File: src/rtl/image_buffer.sv
// -----------------------------------------------------------------------------
// image_buffer
//   Byte-addressed storage for one binary OCR image. The controller FSM writes
//   SPI bytes into it; the BNN core reads it back one full row per cycle.
//   The block tracks how many bytes have been accepted and reports
//   full/empty back to the controller. A clear request zeroes the whole
//   memory, one byte per cycle, before new writes are accepted.
//
// Ports
//   clk, rst_n    system clock, asynchronous active-low reset
//   clear         wipe request (acted on at its rising edge only)
//   wr_req        write strobe; wr_data stored at byte address wr_addr
//   wr_ready      writes are being accepted this cycle
//   buffer_full   IMG_BYTES writes accepted since the last wipe
//   buffer_empty  wipe finished and no write accepted yet
//   overflow_err  sticky: a write was dropped (buffer full or bad address)
//   rd_en         row read request for row rd_row_addr
//   rd_valid      rd_row holds the requested row (one cycle after rd_en)
//   rd_row        row pixels, MSB = column 0; zero when rd_valid is low
// -----------------------------------------------------------------------------
module image_buffer #(
    parameter int IMG_W  = 32,
    parameter int IMG_H  = 32,
    parameter int ADDR_W = 7,
    parameter int ROW_AW = 5
) (
    input  logic              clk,
    input  logic              rst_n,
    input  logic              clear,
    input  logic              wr_req,
    input  logic [7:0]        wr_data,
    input  logic [ADDR_W-1:0] wr_addr,
    output logic              wr_ready,
    output logic              buffer_full,
    output logic              buffer_empty,
    output logic              overflow_err,
    input  logic              rd_en,
    input  logic [ROW_AW-1:0] rd_row_addr,
    output logic              rd_valid,
    output logic [IMG_W-1:0]  rd_row
);

    localparam int BPR       = IMG_W / 8;          // bytes per row
    localparam int IMG_BYTES = IMG_W * IMG_H / 8;

    localparam logic [ADDR_W-1:0] LAST_PTR = ADDR_W'(IMG_BYTES - 1);
    localparam logic [ADDR_W:0]   LAST_CNT = (ADDR_W + 1)'(IMG_BYTES - 1);

    typedef enum logic [1:0] {
        S_WIPE = 2'd0,
        S_FILL = 2'd1,
        S_FULL = 2'd2
    } state_t;

    state_t            state_reg, state_next;
    logic [ADDR_W-1:0] wipe_ptr_reg, wipe_ptr_next;
    logic [ADDR_W:0]   wr_count_reg, wr_count_next;
    logic              empty_reg, empty_next;
    logic              ovf_reg, ovf_next;
    logic              rd_valid_reg, rd_valid_next;
    logic              clear_d_reg;

    logic              clear_rise;
    logic              addr_ok;
    logic              row_ok;

    // Single shared write port into the row banks (wipe or accepted write)
    logic              mem_we;
    logic [ADDR_W-1:0] mem_addr;
    logic [7:0]        mem_wdata;
    logic [31:0]       mem_addr_ext;
    logic [ROW_AW-1:0] mem_row;

    assign clear_rise = clear & ~clear_d_reg;
    assign addr_ok    = {{(32 - ADDR_W){1'b0}}, wr_addr} < IMG_BYTES;
    assign row_ok     = {{(32 - ROW_AW){1'b0}}, rd_row_addr} < IMG_H;

    // ------------------------------------------------------------------
    // Next-state / datapath control
    // ------------------------------------------------------------------
    always_comb begin
        state_next    = state_reg;
        wipe_ptr_next = wipe_ptr_reg;
        wr_count_next = wr_count_reg;
        empty_next    = empty_reg;
        ovf_next      = ovf_reg;
        mem_we        = 1'b0;
        mem_addr      = wipe_ptr_reg;
        mem_wdata     = 8'h00;
        // Reads are only honoured once the image is complete; a clear in the
        // same cycle cancels the read.
        rd_valid_next = rd_en && (state_reg == S_FULL) && row_ok && !clear_rise;

        case (state_reg)
            S_WIPE: begin
                // clear edges are ignored here: the wipe always runs to the end
                mem_we        = 1'b1;
                wipe_ptr_next = wipe_ptr_reg + ADDR_W'(1);
                if (wipe_ptr_reg == LAST_PTR) begin
                    state_next = S_FILL;
                    empty_next = 1'b1;
                end
            end

            S_FILL: begin
                if (clear_rise) begin
                    // clear wins over a same-cycle write, which is silently dropped
                    state_next    = S_WIPE;
                    wipe_ptr_next = '0;
                    wr_count_next = '0;
                    empty_next    = 1'b0;
                    ovf_next      = 1'b0;
                end else if (wr_req) begin
                    if (addr_ok) begin
                        mem_we        = 1'b1;
                        mem_addr      = wr_addr;
                        mem_wdata     = wr_data;
                        wr_count_next = wr_count_reg + (ADDR_W + 1)'(1);
                        empty_next    = 1'b0;
                        // Counts accepts, not distinct addresses
                        if (wr_count_reg == LAST_CNT) begin
                            state_next = S_FULL;
                        end
                    end else begin
                        ovf_next = 1'b1;
                    end
                end
            end

            S_FULL: begin
                if (clear_rise) begin
                    state_next    = S_WIPE;
                    wipe_ptr_next = '0;
                    wr_count_next = '0;
                    empty_next    = 1'b0;
                    ovf_next      = 1'b0;
                end else if (wr_req) begin
                    ovf_next = 1'b1;
                end
            end

            default: begin
                state_next = S_WIPE;
            end
        endcase
    end

    // ------------------------------------------------------------------
    // State registers
    // ------------------------------------------------------------------
    always_ff @(posedge clk or negedge rst_n) begin
        if (!rst_n) begin
            state_reg    <= S_WIPE;
            wipe_ptr_reg <= '0;
            wr_count_reg <= '0;
            empty_reg    <= 1'b0;
            ovf_reg      <= 1'b0;
            rd_valid_reg <= 1'b0;
            clear_d_reg  <= 1'b0;
        end else begin
            state_reg    <= state_next;
            wipe_ptr_reg <= wipe_ptr_next;
            wr_count_reg <= wr_count_next;
            empty_reg    <= empty_next;
            ovf_reg      <= ovf_next;
            rd_valid_reg <= rd_valid_next;
            clear_d_reg  <= clear;
        end
    end

    assign wr_ready     = (state_reg == S_FILL);
    assign buffer_full  = (state_reg == S_FULL);
    assign buffer_empty = empty_reg;
    assign overflow_err = ovf_reg;
    assign rd_valid     = rd_valid_reg;

    // ------------------------------------------------------------------
    // Storage: one byte-wide bank per byte column of a row, so a whole row
    // comes out of the banks in parallel. Byte address a lives in bank
    // (a % BPR) at entry (a / BPR). Contents are not reset; the wipe
    // sequence zeroes them.
    // ------------------------------------------------------------------
    assign mem_addr_ext = {{(32 - ADDR_W){1'b0}}, mem_addr};
    assign mem_row      = ROW_AW'(mem_addr_ext / BPR);

    for (genvar gi = 0; gi < BPR; gi++) begin : g_bank
        logic [7:0] bank_mem [IMG_H];
        logic [7:0] bank_q;
        logic       bank_we;

        assign bank_we = mem_we && ((mem_addr_ext % BPR) == gi);

        always_ff @(posedge clk) begin
            if (bank_we) begin
                bank_mem[mem_row] <= mem_wdata;
            end
            bank_q <= bank_mem[rd_row_addr];
        end

        // Lowest byte of the row lands in the MSBs; masked when not valid
        assign rd_row[IMG_W - 1 - 8 * gi -: 8] = rd_valid_reg ? bank_q : 8'h00;
    end

endmodule

File: config.mk
export PLATFORM = sky130hd
export DESIGN_NAME = image_buffer
export DESIGN_NICKNAME = d
export VERILOG_FILES = /design/src/rtl/image_buffer.sv
export SDC_FILE = /design/constraint.sdc
export NUM_CORES = 1
export LEC_CHECK = 0
export CORE_MARGIN = 2
export CORE_UTILIZATION = 56
export DETAILED_ROUTE_END_ITERATION = 7
export PLACE_DENSITY = 0.87
export SYNTH_ARGS = -nofsm -noshare
export SYNTH_HDL_FRONTEND = slang
export SYNTH_SLANG_ARGS = --single-unit
File: constraint.sdc
create_clock -name clk -period 2.5 [get_ports clk]
set_input_delay 0.375 -clock clk [delete_from_list [all_inputs] [get_ports clk]]
set_output_delay 0.375 -clock clk [all_outputs]
set_load 0.05 [all_outputs]
==> results.toml, run 1 <==
[run_status]
status = "finished with violations"
violations = "negative setup slack"

[setup_path]
arrival_ns = 2.87
cpPeakStageDelay_ns = 0.44
critPathLaunchType = "flip-flop"
r2r-end = "g_bank[3].bank_mem[31][2]"
crit_path_end_kind = "flip-flop"
r2r_slack_ns = -0.03
path_common_cell = "buf_4"
crit_chain = "buf_4 > ha_4 > and3_4 > mux2i_1 > or3_1 > buf_12 > buf_4 > nor2_1 > buf_4"
required_ns = 2.84
reg2reg_depth = 9
crit_type = "reg2reg"
timing.rr.start = "state_reg[0]"
crit_slowest_cell = "or3_1"
cp_max_fo = 12

[final_layout]
n_fill_cell = 4310
largest_register_ffs = 1024
finalNetCount = 2848
regArea_um2 = 31900
multi_input_area_um2 = 10300
synthToLayoutAreaGrowth_pct = 17.7
drive_gt1_share_pct = 18.0
diodes = 0

[power_and_ir_drop]
p_int_mw = 28.4
power.share.clock_pct = 42.3
power.density_nw_per_um2 = 714
combPwrFrac_pct = 3.0
p_switching_mw = 7.26
power.leakage_nw = 15.5
power_frac_seq_pct = 54.7
p_sw_share_pct = 20.4
ir_drop_v = 0.000572

[detailed_routing]
via_count = 25100
drt_iter0_drc = 3955
vias_per_cell = 6.48
final_antenna_net_count = 0
post_drt_wl_per_cell_um = 27.5
drc = 0
drtPass1Iterations = 6
finalWirelength_um = 106000

[clock_network]
clkTransAtPathRegs_ns = 0.07
cts_buffers = 99
cts_tree = "built"
htreeDepth = 3
clock_latency_ns = 0.66
cts-root-buf = "clkbuf_16"
cts_hold_buffers = 0
cts.sink_count = 1077
clock_path_buffers = 3

[sta]
slew_headroom_pct = 34.5
setup_viol = 71
fin_worst_skew_ns = 0.0264
layout_setup_ws_ns = -0.0319
max_freq_ghz = 0.395
fin_crit_ns = 2.53
finalHoldViolCount = 0
rsz0062_at_grt = "true"
min_period_over_period_pct = 101
holdWs_ns = 0.267
finalMaxSlewViolations = 0
worstMarginPinSlew_ns = 0.979

[die]
rows = 100
die_h_um = 279
die_area_um2 = 78000
core_um2 = 74700
io_pins = 62
die_x_um = 279
start_util_pct = 56.8

[worst_hold_path]
hold_path_class = "in2async"

[yosys]
synth_most_common_cell = "edfxtp_1"
yosys-top-cells-count = "edfxtp_1, mux2i_1, nor2_1, nand2_1, a21oi_1"
avgSynthCellArea_um2 = 16.4
synth_cell_types = 51
synth_area_leaders = "edfxtp_1, mux2i_1, a22oi_1"
syn_nets = 2619
yosysTopAreaCellShare_pct = 72.4
synthCells = 2588
synth_edf_count = 1024
ys.warnings.count = 0
synth-main-ff-cell = "edfxtp_1"
yosys_register_bits = 1077
synth-seq-area-share_pct = 75.2
synth_top_area_cell = "edfxtp_1"
syn_area_um2 = 42500
async_flop_share_pct = 1.95

[grt]
grt_start_max_net_pins = 71
grt.total_usage_pct = 27.2
grt_pass1_wl_um = 159000
grt.overflow.total = 0
antenna_found_initial = 0
grt_pass1_vias = 25200

[job]
maxCapViolCount = 0

[place]
pre_cts_ws_ns = -0.583
place_hpwl_um = 63000
routabilityCongestion = 0.905
port-buffer-count = 61
-- power by group through the flow --
| stage | logic (mW) | registers (mW) | clock network [mW] |
|---|---|---|---|
| after global routing | 1.10 | 19.5 | 15.8 |
| after global placement | 0.990 | 19.9 | 0 |
| final | 1.07 | 19.5 | 15.1 |
| after floorplan | 0.626 | 19.9 | 0 |
| after CTS | 1.04 | 19.5 | 15.1 |
| after detailed placement | 1.02 | 19.9 | 0 |
-- what timing repair did --
item / CTS / global route
pin swaps: 1 / 18
setup endpoints to repair: 659 / 649
resized for setup: 72 / 14
buffers inserted: 0 / 0
-- logic make-up after synthesis --
group / count (synthesis) / synth area share [%]
buffers and inverters: 162 / 1.69
AO/OA/AOI/OAI: 345 / 5.47
multiplexers: 519 / 12.3
AND/OR/NAND/NOR: 476 / 5.19
adder cells (fa/ha/maj): 6 / 0.177
XOR/XNOR: 3 / 0.0619
flip-flops: 1077 / 75.2
-- per-stage QoR --
step                utilization (%)  std cells  TNS [ns]  instance area (µm²)  power (mW)
floorplan                         -       2588    -11.16                42600        20.5
global placement               62.2       3685   -376.17                46500        20.9
detailed placement             62.2       3685   -433.41                46500        20.9
CTS                            66.8       3866    -0.149                49900        35.7
global route                   66.9       3866    -11.17                50000        36.4
finish                         66.9       3866    -0.740                50000        35.7
-- layer usage --
layer	vias up	share of wire, %	wire, µm	global-route usage (%)
li1	10500	-	-	-
met1	12300	35	37000	34.1
met2	1820	49	52200	45.4
met3	367	11	11800	5.80
met4	0	5.1	5480	13.2
met5	-	0	0	0
-- critical path, delay by kind of cell, from the launching register on --
| family | cells | cell delay (ns) |
|---|---|---|
| adder cells (fa/ha/maj) | 1 | 0.16 |
| buffers and inverters | 4 | 0.75 |
| flip-flops | 1 | 0.43 |
| multiplexers | 1 | 0.14 |
| AND/OR/NAND/NOR | 3 | 0.73 |
-- placed cells by master (no fill, tap or decap), types with 10 or more instances in the layout --
cell type,count
a21oi_1,111
a22o_1,64
a22oi_1,96
a31oi_1,37
and2_1,32
buf_12,88
buf_4,159
bufinv_16,10
clkbuf_1,10
clkbuf_16,102
clkdlybuf4s50_1,25
clkinv_1,20
clkinv_2,21
dfrtp_1,21
dfxtp_1,32
edfxtp_1,1024
inv_1,12
mux2i_1,514
nand2_1,117
nand3_1,101
nor2_1,61
nor2_2,49
nor2_4,39
nor3_1,37
o21ai_0,16
-- cell type report --
cell class | instances | share of cell area (%)
tap | 969 | 2.43
inverter | 14 | 0.105
clock inverter | 69 | 1.30
multi-input combinational | 1349 | 20.6
clock buffer | 112 | 5.18
timing repair buffer | 276 | 6.49
sequential | 1077 | 63.9
-- worst max path at each step --
stage / startpoint / to / slack [ns] / depth (start not counted)
2_1_floorplan: state_reg[1] / g_bank[0].bank_mem[22][0] / -0.07 / 8
3_3_place_gp: clear / g_bank[0].bank_mem[15][3] / -0.52 / 7
3_5_place_dp: clear / g_bank[2].bank_mem[0][0] / -0.58 / 8
4_1_cts: state_reg[1] / g_bank[0].bank_mem[24][7] / -0.02 / 8
5_1_grt: state_reg[1] / g_bank[0].bank_mem[12][4] / -0.1 / 8
6_report: state_reg[0] / g_bank[3].bank_mem[31][2] / -0.03 / 9
(Power assumes the default switching activity.)
==> run 2: changes to the inputs <==
CAP_MARGIN = 15   (was unset)
==> results of run 2 <==
Same layout as run 1: the final DEF is identical, and so are final timing and power.
